--- src/rtl/fifo_flex.sv ---
// fifo_flex: parametrised single-clock FIFO with selectable edge/level
// request strobes, first-word fall-through or registered read, an occupancy
// output, programmable almost-full/almost-empty flags, a synchronous flush and
// sticky overflow/underflow errors.
//
// Ports
//   clock, reset      rising-edge clock; asynchronous active-high reset
//   clear             synchronous flush (errors are kept)
//   err_clr           synchronous clear of overflow/underflow
//   write_en, read_en requests, edge- or level-sensitive per EDGE_MODE
//   data_in           write data, sampled on an accepted write
//   data_out          read data
//   data_valid        data_out holds valid data
//   full, empty       level == DEPTH / level == 0
//   almost_full       level >= AF_LEVEL
//   almost_empty      level <= AE_LEVEL
//   level             current occupancy
//   overflow          sticky: write strobe while full
//   underflow         sticky: read strobe while empty
module fifo_flex #(
    parameter int unsigned DATA_WIDTH = 8,
    parameter int unsigned DEPTH      = 16,
    parameter int unsigned EDGE_MODE  = 1,
    parameter int unsigned FWFT       = 1,
    parameter int unsigned AF_LEVEL   = 14,
    parameter int unsigned AE_LEVEL   = 2
) (
    input  logic                         clock,
    input  logic                         reset,
    input  logic                         clear,
    input  logic                         err_clr,
    input  logic                         write_en,
    input  logic                         read_en,
    input  logic [DATA_WIDTH-1:0]        data_in,
    output logic [DATA_WIDTH-1:0]        data_out,
    output logic                         data_valid,
    output logic                         full,
    output logic                         empty,
    output logic                         almost_full,
    output logic                         almost_empty,
    output logic [$clog2(DEPTH+1)-1:0]   level,
    output logic                         overflow,
    output logic                         underflow
);

    localparam int unsigned PW = (DEPTH > 1) ? $clog2(DEPTH) : 1;
    localparam int unsigned LW = $clog2(DEPTH + 1);
    localparam logic [PW-1:0] PTR_LAST = PW'(DEPTH - 1);

    logic [DATA_WIDTH-1:0] mem [DEPTH];

    logic [PW-1:0] wr_ptr_q, wr_ptr_d;
    logic [PW-1:0] rd_ptr_q, rd_ptr_d;
    logic [LW-1:0] level_q, level_d;
    logic          ovf_q, ovf_d;
    logic          udf_q, udf_d;

    logic wr_stb, rd_stb;
    logic wr_acc, rd_acc;

    // Explicit wrap so any DEPTH works, not just powers of two.
    function automatic logic [PW-1:0] ptr_inc(input logic [PW-1:0] p);
        return (p == PTR_LAST) ? '0 : p + 1'b1;
    endfunction

    // Request strobes. History registers keep tracking through clear so a
    // request held across a flush does not produce a second edge; they reset
    // to 0 so a request already high at reset release counts as an edge.
    if (EDGE_MODE != 0) begin : g_edge
        logic we_hist_q, re_hist_q;

        always_ff @(posedge clock or posedge reset) begin
            if (reset) begin
                we_hist_q <= 1'b0;
                re_hist_q <= 1'b0;
            end else begin
                we_hist_q <= write_en;
                re_hist_q <= read_en;
            end
        end

        assign wr_stb = write_en & ~we_hist_q;
        assign rd_stb = read_en  & ~re_hist_q;
    end else begin : g_level
        assign wr_stb = write_en;
        assign rd_stb = read_en;
    end

    // Flags come from the registered level only.
    assign full         = (level_q == LW'(DEPTH));
    assign empty        = (level_q == '0);
    assign almost_full  = (level_q >= LW'(AF_LEVEL));
    assign almost_empty = (level_q <= LW'(AE_LEVEL));
    assign level        = level_q;
    assign overflow     = ovf_q;
    assign underflow    = udf_q;

    assign wr_acc = wr_stb & ~full  & ~clear;
    assign rd_acc = rd_stb & ~empty & ~clear;

    always_comb begin
        wr_ptr_d = wr_ptr_q;
        rd_ptr_d = rd_ptr_q;
        level_d  = level_q;
        ovf_d    = ovf_q;
        udf_d    = udf_q;

        if (clear) begin
            wr_ptr_d = '0;
            rd_ptr_d = '0;
            level_d  = '0;
        end else begin
            if (wr_acc) wr_ptr_d = ptr_inc(wr_ptr_q);
            if (rd_acc) rd_ptr_d = ptr_inc(rd_ptr_q);
            case ({wr_acc, rd_acc})
                2'b10:   level_d = level_q + LW'(1);
                2'b01:   level_d = level_q - LW'(1);
                default: level_d = level_q;
            endcase
        end

        // A set condition takes priority over err_clr in the same cycle.
        if (wr_stb & full & ~clear)       ovf_d = 1'b1;
        else if (err_clr)                 ovf_d = 1'b0;
        if (rd_stb & empty & ~clear)      udf_d = 1'b1;
        else if (err_clr)                 udf_d = 1'b0;
    end

    always_ff @(posedge clock or posedge reset) begin
        if (reset) begin
            wr_ptr_q <= '0;
            rd_ptr_q <= '0;
            level_q  <= '0;
            ovf_q    <= 1'b0;
            udf_q    <= 1'b0;
        end else begin
            wr_ptr_q <= wr_ptr_d;
            rd_ptr_q <= rd_ptr_d;
            level_q  <= level_d;
            ovf_q    <= ovf_d;
            udf_q    <= udf_d;
        end
    end

    // Storage is not reset.
    always_ff @(posedge clock) begin
        if (wr_acc) mem[wr_ptr_q] <= data_in;
    end

    if (FWFT != 0) begin : g_fwft
        // Head word shown directly; forced to 0 while empty so the output
        // reads 0 out of reset even though the storage is uninitialised.
        assign data_out   = empty ? '0 : mem[rd_ptr_q];
        assign data_valid = ~empty;
    end else begin : g_regrd
        logic [DATA_WIDTH-1:0] dout_q, dout_d;
        logic                  dv_q, dv_d;

        always_comb begin
            dout_d = dout_q;
            dv_d   = 1'b0;
            if (rd_acc) begin
                dout_d = mem[rd_ptr_q];
                dv_d   = 1'b1;
            end
        end

        always_ff @(posedge clock or posedge reset) begin
            if (reset) begin
                dout_q <= '0;
                dv_q   <= 1'b0;
            end else begin
                dout_q <= dout_d;
                dv_q   <= dv_d;
            end
        end

        assign data_out   = dout_q;
        assign data_valid = dv_q;
    end

endmodule
--- config.mk ---
export PLATFORM = sky130hd
export DESIGN_NAME = fifo_flex
export DESIGN_NICKNAME = d
export VERILOG_FILES = /design/src/rtl/fifo_flex.sv
export SDC_FILE = /design/constraint.sdc
export NUM_CORES = 1
export LEC_CHECK = 0
export ABC_CLOCK_PERIOD_IN_PS = 3580
export BUFFER_PORTS_ARGS = -buffer_cell sky130_fd_sc_hd__buf_2
export CAP_MARGIN = 30
export CORE_ASPECT_RATIO = 1.1
export CORE_MARGIN = 5
export CORE_UTILIZATION = 35
export CTS_CLUSTER_SIZE = 14
export DETAILED_ROUTE_END_ITERATION = 10
export PLACE_DENSITY = 0.51
export SYNTH_ARGS = -nofsm -noshare
export SYNTH_HDL_FRONTEND = slang
export SYNTH_SLANG_ARGS = --single-unit
--- constraint.sdc ---
create_clock -name clock -period 3.58 [get_ports clock]
set_clock_uncertainty 0.2 [all_clocks]
set_input_delay 0.179 -clock clock [delete_from_list [all_inputs] [get_ports clock]]
set_output_delay 0.179 -clock clock [all_outputs]
set_load 0.1 [all_outputs]
# Yosys cells after proc, flatten, opt, wreduce, memory -nomap -nowiden

Memory sizes are Yosys's and may differ from the RTL's.
Index checks and enable logic that the tools add are counted.
W data, S select, Z words.

Add/sub/neg operators: 4
Mux-type cells: 14
Div/mod/pow operators: 0
$lt $le $gt $ge: 2
$mul: 0
Shift-type cells: 0
Bitwise gates (word level): 15
Equal/unequal tests: 5
Reductions and logical operators: 6

Operators by type and width:

| kind                  | count |
|---|---|
| $mux W4               | 6 |
| $and A1 B1 Y1         | 10 |
| $pmux W5 S2           | 1 |
| $add A4 B1 Y4 const B | 2 |
| $eq A4 B4 Y1 const B  | 2 |
| $mux W8               | 1 |
| $reduce_bool A2 Y1    | 4 |
| $add A5 B1 Y5 const B | 1 |
| $eq A5 B5 Y1 const B  | 1 |
| $ge A5 B4 Y1 const B  | 1 |
| $le A5 B2 Y1 const B  | 1 |
| $logic_not A5 Y1      | 1 |
| $mux W1               | 5 |
| $mux W5               | 1 |
| $not A1 Y1            | 5 |
| $sub A5 B1 Y5 const B | 1 |
| $reduce_bool A3 Y1    | 1 |
| $eq A2 B1 Y1 const B  | 1 |
| $eq A2 B2 Y1 const B  | 1 |

Memory bits (read-only): 0
Bits in writable memories: 128
Bits in latches: 0
Output and inout bits: 20
Memories kept: 1
Register bits after elaboration: 17

Memory list:

| memory | depth | bits a word | read ports | clocked after Yosys merged registers in | wr ports | line | RTL |
|---|---|---|---|---|---|---|---|
| mem    | 16    | 8           | 1          | 0                                       | 1        | 50   | `logic [DATA_WIDTH-1:0] mem [DEPTH];` |

# Depth between registers and ports, before layout

Depth in word-level cells: 7
Depth in mapped cells: 10
Mapped depth without buffers: 9

# Worst setup path before layout

No wires, ideal clock.

Path kind: register to register
Start: register level_q[1] (netlist: level[1])
End: register udf_q (netlist: underflow)
Stages on the path, launching flop included: 6
Buffers on the path: 1
Path slack: 84 ps
Setup time: 124 ps
Data arrival time: 3172 ps
Clock period less this slack: 3496 ps
Data required time: 3256 ps
Cells stage by stage: dfrtp_1 > buf_2 > nor2_1 > nand2_1 > inv_1 > a22o_1

Cells in the longest elaborated chain, start to end: 4

Ends and longest elaborated chain:

| item                                                 | line | RTL |
|---|---|---|
| start: declaration                                   | 54   | `logic [LW-1:0] level_q, level_d;` |
| start signal: assignment                             | 139  | `level_q <= level_d;` |
| $logic_not A5 Y1 (*)                                 | 91   | `assign empty = (level_q == '0);` |
| via empty                                            | 38   | `output logic empty,` |
| $and A1 B1 Y1 (*) (2 in a row)                       | 125  | `if (rd_stb & empty & ~clear) udf_d = 1'b1;` |
| $mux W1 / $reduce_bool A2 Y1 (equally long branches) | -    |  |
| end signal: assignment                               | 141  | `udf_q <= udf_d;` |
| end: declaration                                     | 56   | `logic udf_q, udf_d;` |

The timed path passes the listed nets; every way through them passes the cells marked *.
A chain may end at the register's enable or synchronous reset.

# Worst setup path after layout

Start: register rd_ptr_q[0]
End: output data_out[2]

Cells in the longest elaborated chain, start to end: 2

Ends and longest elaborated chain:

| item                     | line | RTL |
|---|---|---|
| start: declaration       | 53   | `logic [PW-1:0] rd_ptr_q, rd_ptr_d;` |
| start signal: assignment | 138  | `rd_ptr_q <= rd_ptr_d;` |
| $mem_v2 Z16 W8           | -    |  |
| $mux W8                  | 153  | `assign data_out = empty ? '0 : mem[rd_ptr_q];` |
| end: declaration         | 35   | `output logic [DATA_WIDTH-1:0] data_out,` |

No other way between the ends.

==> summary.md <==
| Metric | Value |
|---|---|
| Status | complete, no violations |
| Sequential fraction of the synthesis area | 69.5% |
| Synth Instances | 328 |
| Synth area leaders | edfxtp_1 (63%), mux4_1 (9.0%), mux4_2 (7.0%), dfrtp_1 (6.9%), and2_1 (2.4%) |
| Ports | 34 |
| Non-Filler Instances | 629 |
| Fin util | 42.3% |
| CTS H-tree lvls | 4 |
| Hold crit path type | input pin to asynchronous set/reset pin |
| Fin area | 7250 um^2 |
| Port Buf Inserts | 33 |
| Max Cap Violations | 0 |
| Hold WS | 0.206 ns |
| GR peak layer | met2 |
| Drt total wl | 12600 um |
| Syn_area_per_cell | 18.7 um^2 |
| Synth Flop Type | edfxtp_1 |
| Max_slew headroom | 49.4% |
| Resized Gates After CTS | 0 |
| DR WL/cell | 20.1 um |
| Placed Cells | 584 |
| Worst VDD drop | 0.349 mV |
| TNS Setup | 0 ns |
| GRT Resource Usage Total | 13.3% |
| Detailed Route Iter0 Violations | 187 |
| Core area | 17100 um^2 |
| Total power | 5.41 mW |
| Startpoint Class | flip-flop |
| Worst r2r path cells | 9 |
| Clock Latency Late Sink | 0.41 ns |
| Layout cells sized above 1 | 22.5% |
| Initial core utilization | 35.8% |
| Final ANT Viol Nets | 0 |
| Total gr overflow | 0 |
| Synthesized area | 6140 um^2 |
| Vias | 3148 |
| Yosys top cell by area | edfxtp_1 |
| Clock sinks | 145 |
| Final setup fails | 0 |
| Die ar. | 20300 um^2 |
| Top-count cell post-synth | edfxtp_1 |
| Synth top cells by count | edfxtp_1 (128), and2_1 (24), mux4_1 (21), mux4_2 (19), dfrtp_1 (17) |
| Die W | 136 um |
| Initial antenna violation count | 0 |
| Ys Warns | 0 |
| Asr flop ratio synth | 11.7% |
| Max frequency | 295 MHz |
| Syn Nets | 349 |
| First-pass GRT wire length | 19600 um |
| Vias per cell | 5.00 |
| GR met1 Demand/Resource | 18.5% |
| Pre-CTS setup slack | 0.554 ns |
| GP Congestion | 0.750 |
| CTS root buf | clkbuf_16 |
| WS Path Type | flip-flop to output port |
| Pleak | 2.49 nW |
| Number of distinct library cells after synthesis | 41 |
| Met2 usage | 20.6% |
| DP Area | 6530 um^2 |
| Pwr Density | 746 nW/um^2 |
| Number of remaining DRC errors | 0 |
| Final hold violations | 0 |
| Post-route minimum period | 3.39 ns |
| Crit path DAT | 3.01 ns |
| Clock buffer depth | 2 |
| Vias in the first global route | 3226 |
| CTS clk-pin slew, worst paths | 0.05 ns |
| Crit. End Element | output port |
| Pin count of the biggest net entering global routing | 37 |
| Worst Path Required | 3.20 ns |
| Final slew viol count | 0 |
| Yosys reg bits | 145 |
| Layout Nets | 403 |
| Inserted Diodes | 0 |
| # fillers | 1569 |
| Post-synth EDFFs | 128 |
| Worst Slack Setup Final | 0.188 ns |
| Met3 Usage GRT | 2.90% |
| TritonCTS clock tree | done |
| DP HPWL | 8280 um |
| Area Overhead vs Synth | 18.1% |
| 1st-pass router iterations | 4 |
| CTS Buf Count | 17 |
| Row cnt | 50 |
| Actual slew at the worst max-slew pin | 0.755 ns |
| Yosys top cell area share | 62.6% |
| Worst Path Max Fanout | 20 |
| Final cycle utilization of the critical path | 94.7% |
| Die Ht | 149 um |
| RSZ-0062 raised after global routing | no |
[path summary, 6_finish.rpt]
kind	start	to	slack [ns]
max	rd_ptr_q[0]	data_out[2]	0.19
min	reset	level[1]	0.21
max reg2reg	level[1]	level[4]	0.91
min reg2reg	underflow	underflow	0.31
max in group asynchronous	reset	rd_ptr_q[0]	2.49
min in group clock	write_en	g_edge.we_hist_q	0.22
[cell families after synthesis]
group                    Yosys count  synth area share (%)
XOR/XNOR                           7                 0.999
adder cells (fa/ha/maj)            7                  1.43
buffers and inverters             22                  2.04
AO/OA/AOI/OAI                     29                  3.30
AND/OR/NAND/NOR                   78                  6.75
multiplexers                      40                  16.0
flip-flops                       145                  69.5
[routing by layer]
metal | vias to the layer above | routed length, um
li1 | 1433 | -
met1 | 1642 | 5930
met2 | 59 | 6170
met3 | 14 | 379
met4 | 0 | 153
met5 | - | 0
[report_power, final]
part	internal (mW)	switching [mW]
logic	0.380	1.28
registers	1.88	0.0961
clock network	1.10	0.673
[worst max-delay path, cell delays in order (launching register included)]
cell	delay, ns
dfrtp_2	0.69
buf_4	0.32
mux4_1	0.62
mux4_2	0.50
and2_1	0.17
buf_2	0.29
[final cells by class]
cell class | count | area [um^2] | area share [%]
flip-flops and latches | 145 | 4270 | 58.9
well taps | 234 | 293 | 4.04
multi-input cells | 161 | 1750 | 24.1
repair buffers | 50 | 325 | 4.49
clock inverters | 13 | 160 | 2.21
inverters | 7 | 26.3 | 0.362
clock buffers | 19 | 433 | 5.97
[state kept, by name (all words and copies together), names as in the netlist]
| register | cells |
|---|---|
| wr_ptr_q | 4 |
| mem | 128 |
| underflow | 1 |
| rd_ptr_q | 4 |
| g_edge.we_hist_q | 1 |
| level | 5 |
| overflow | 1 |
| g_edge.re_hist_q | 1 |
[cell usage in the layout (no fill, tap or decap), types with 3 or more instances in the layout]
| master | instances |
|---|---|
| mux4_1 | 21 |
| nor2b_1 | 3 |
| xnor2_1 | 5 |
| ha_1 | 7 |
| buf_4 | 4 |
| nor3_1 | 4 |
| dlygate4sd3_1 | 13 |
| clkbuf_16 | 17 |
| mux4_2 | 19 |
| nand2_1 | 12 |
| inv_1 | 7 |
| dfrtp_1 | 16 |
| a22o_1 | 3 |
| and2_1 | 24 |
| a21oi_1 | 8 |
| bufinv_16 | 3 |
| clkinv_4 | 4 |
| nand2b_1 | 4 |
| nor3b_1 | 3 |
| nor2_1 | 13 |
| buf_2 | 33 |
| nand3_1 | 9 |
| edfxtp_1 | 128 |
[repair_timing]
action,in CTS,in global routing
buffers inserted,0,0
hold endpoints to repair,157,0
hold buffers,13,0
No activity file was read; power rests on OpenSTA's default activity.
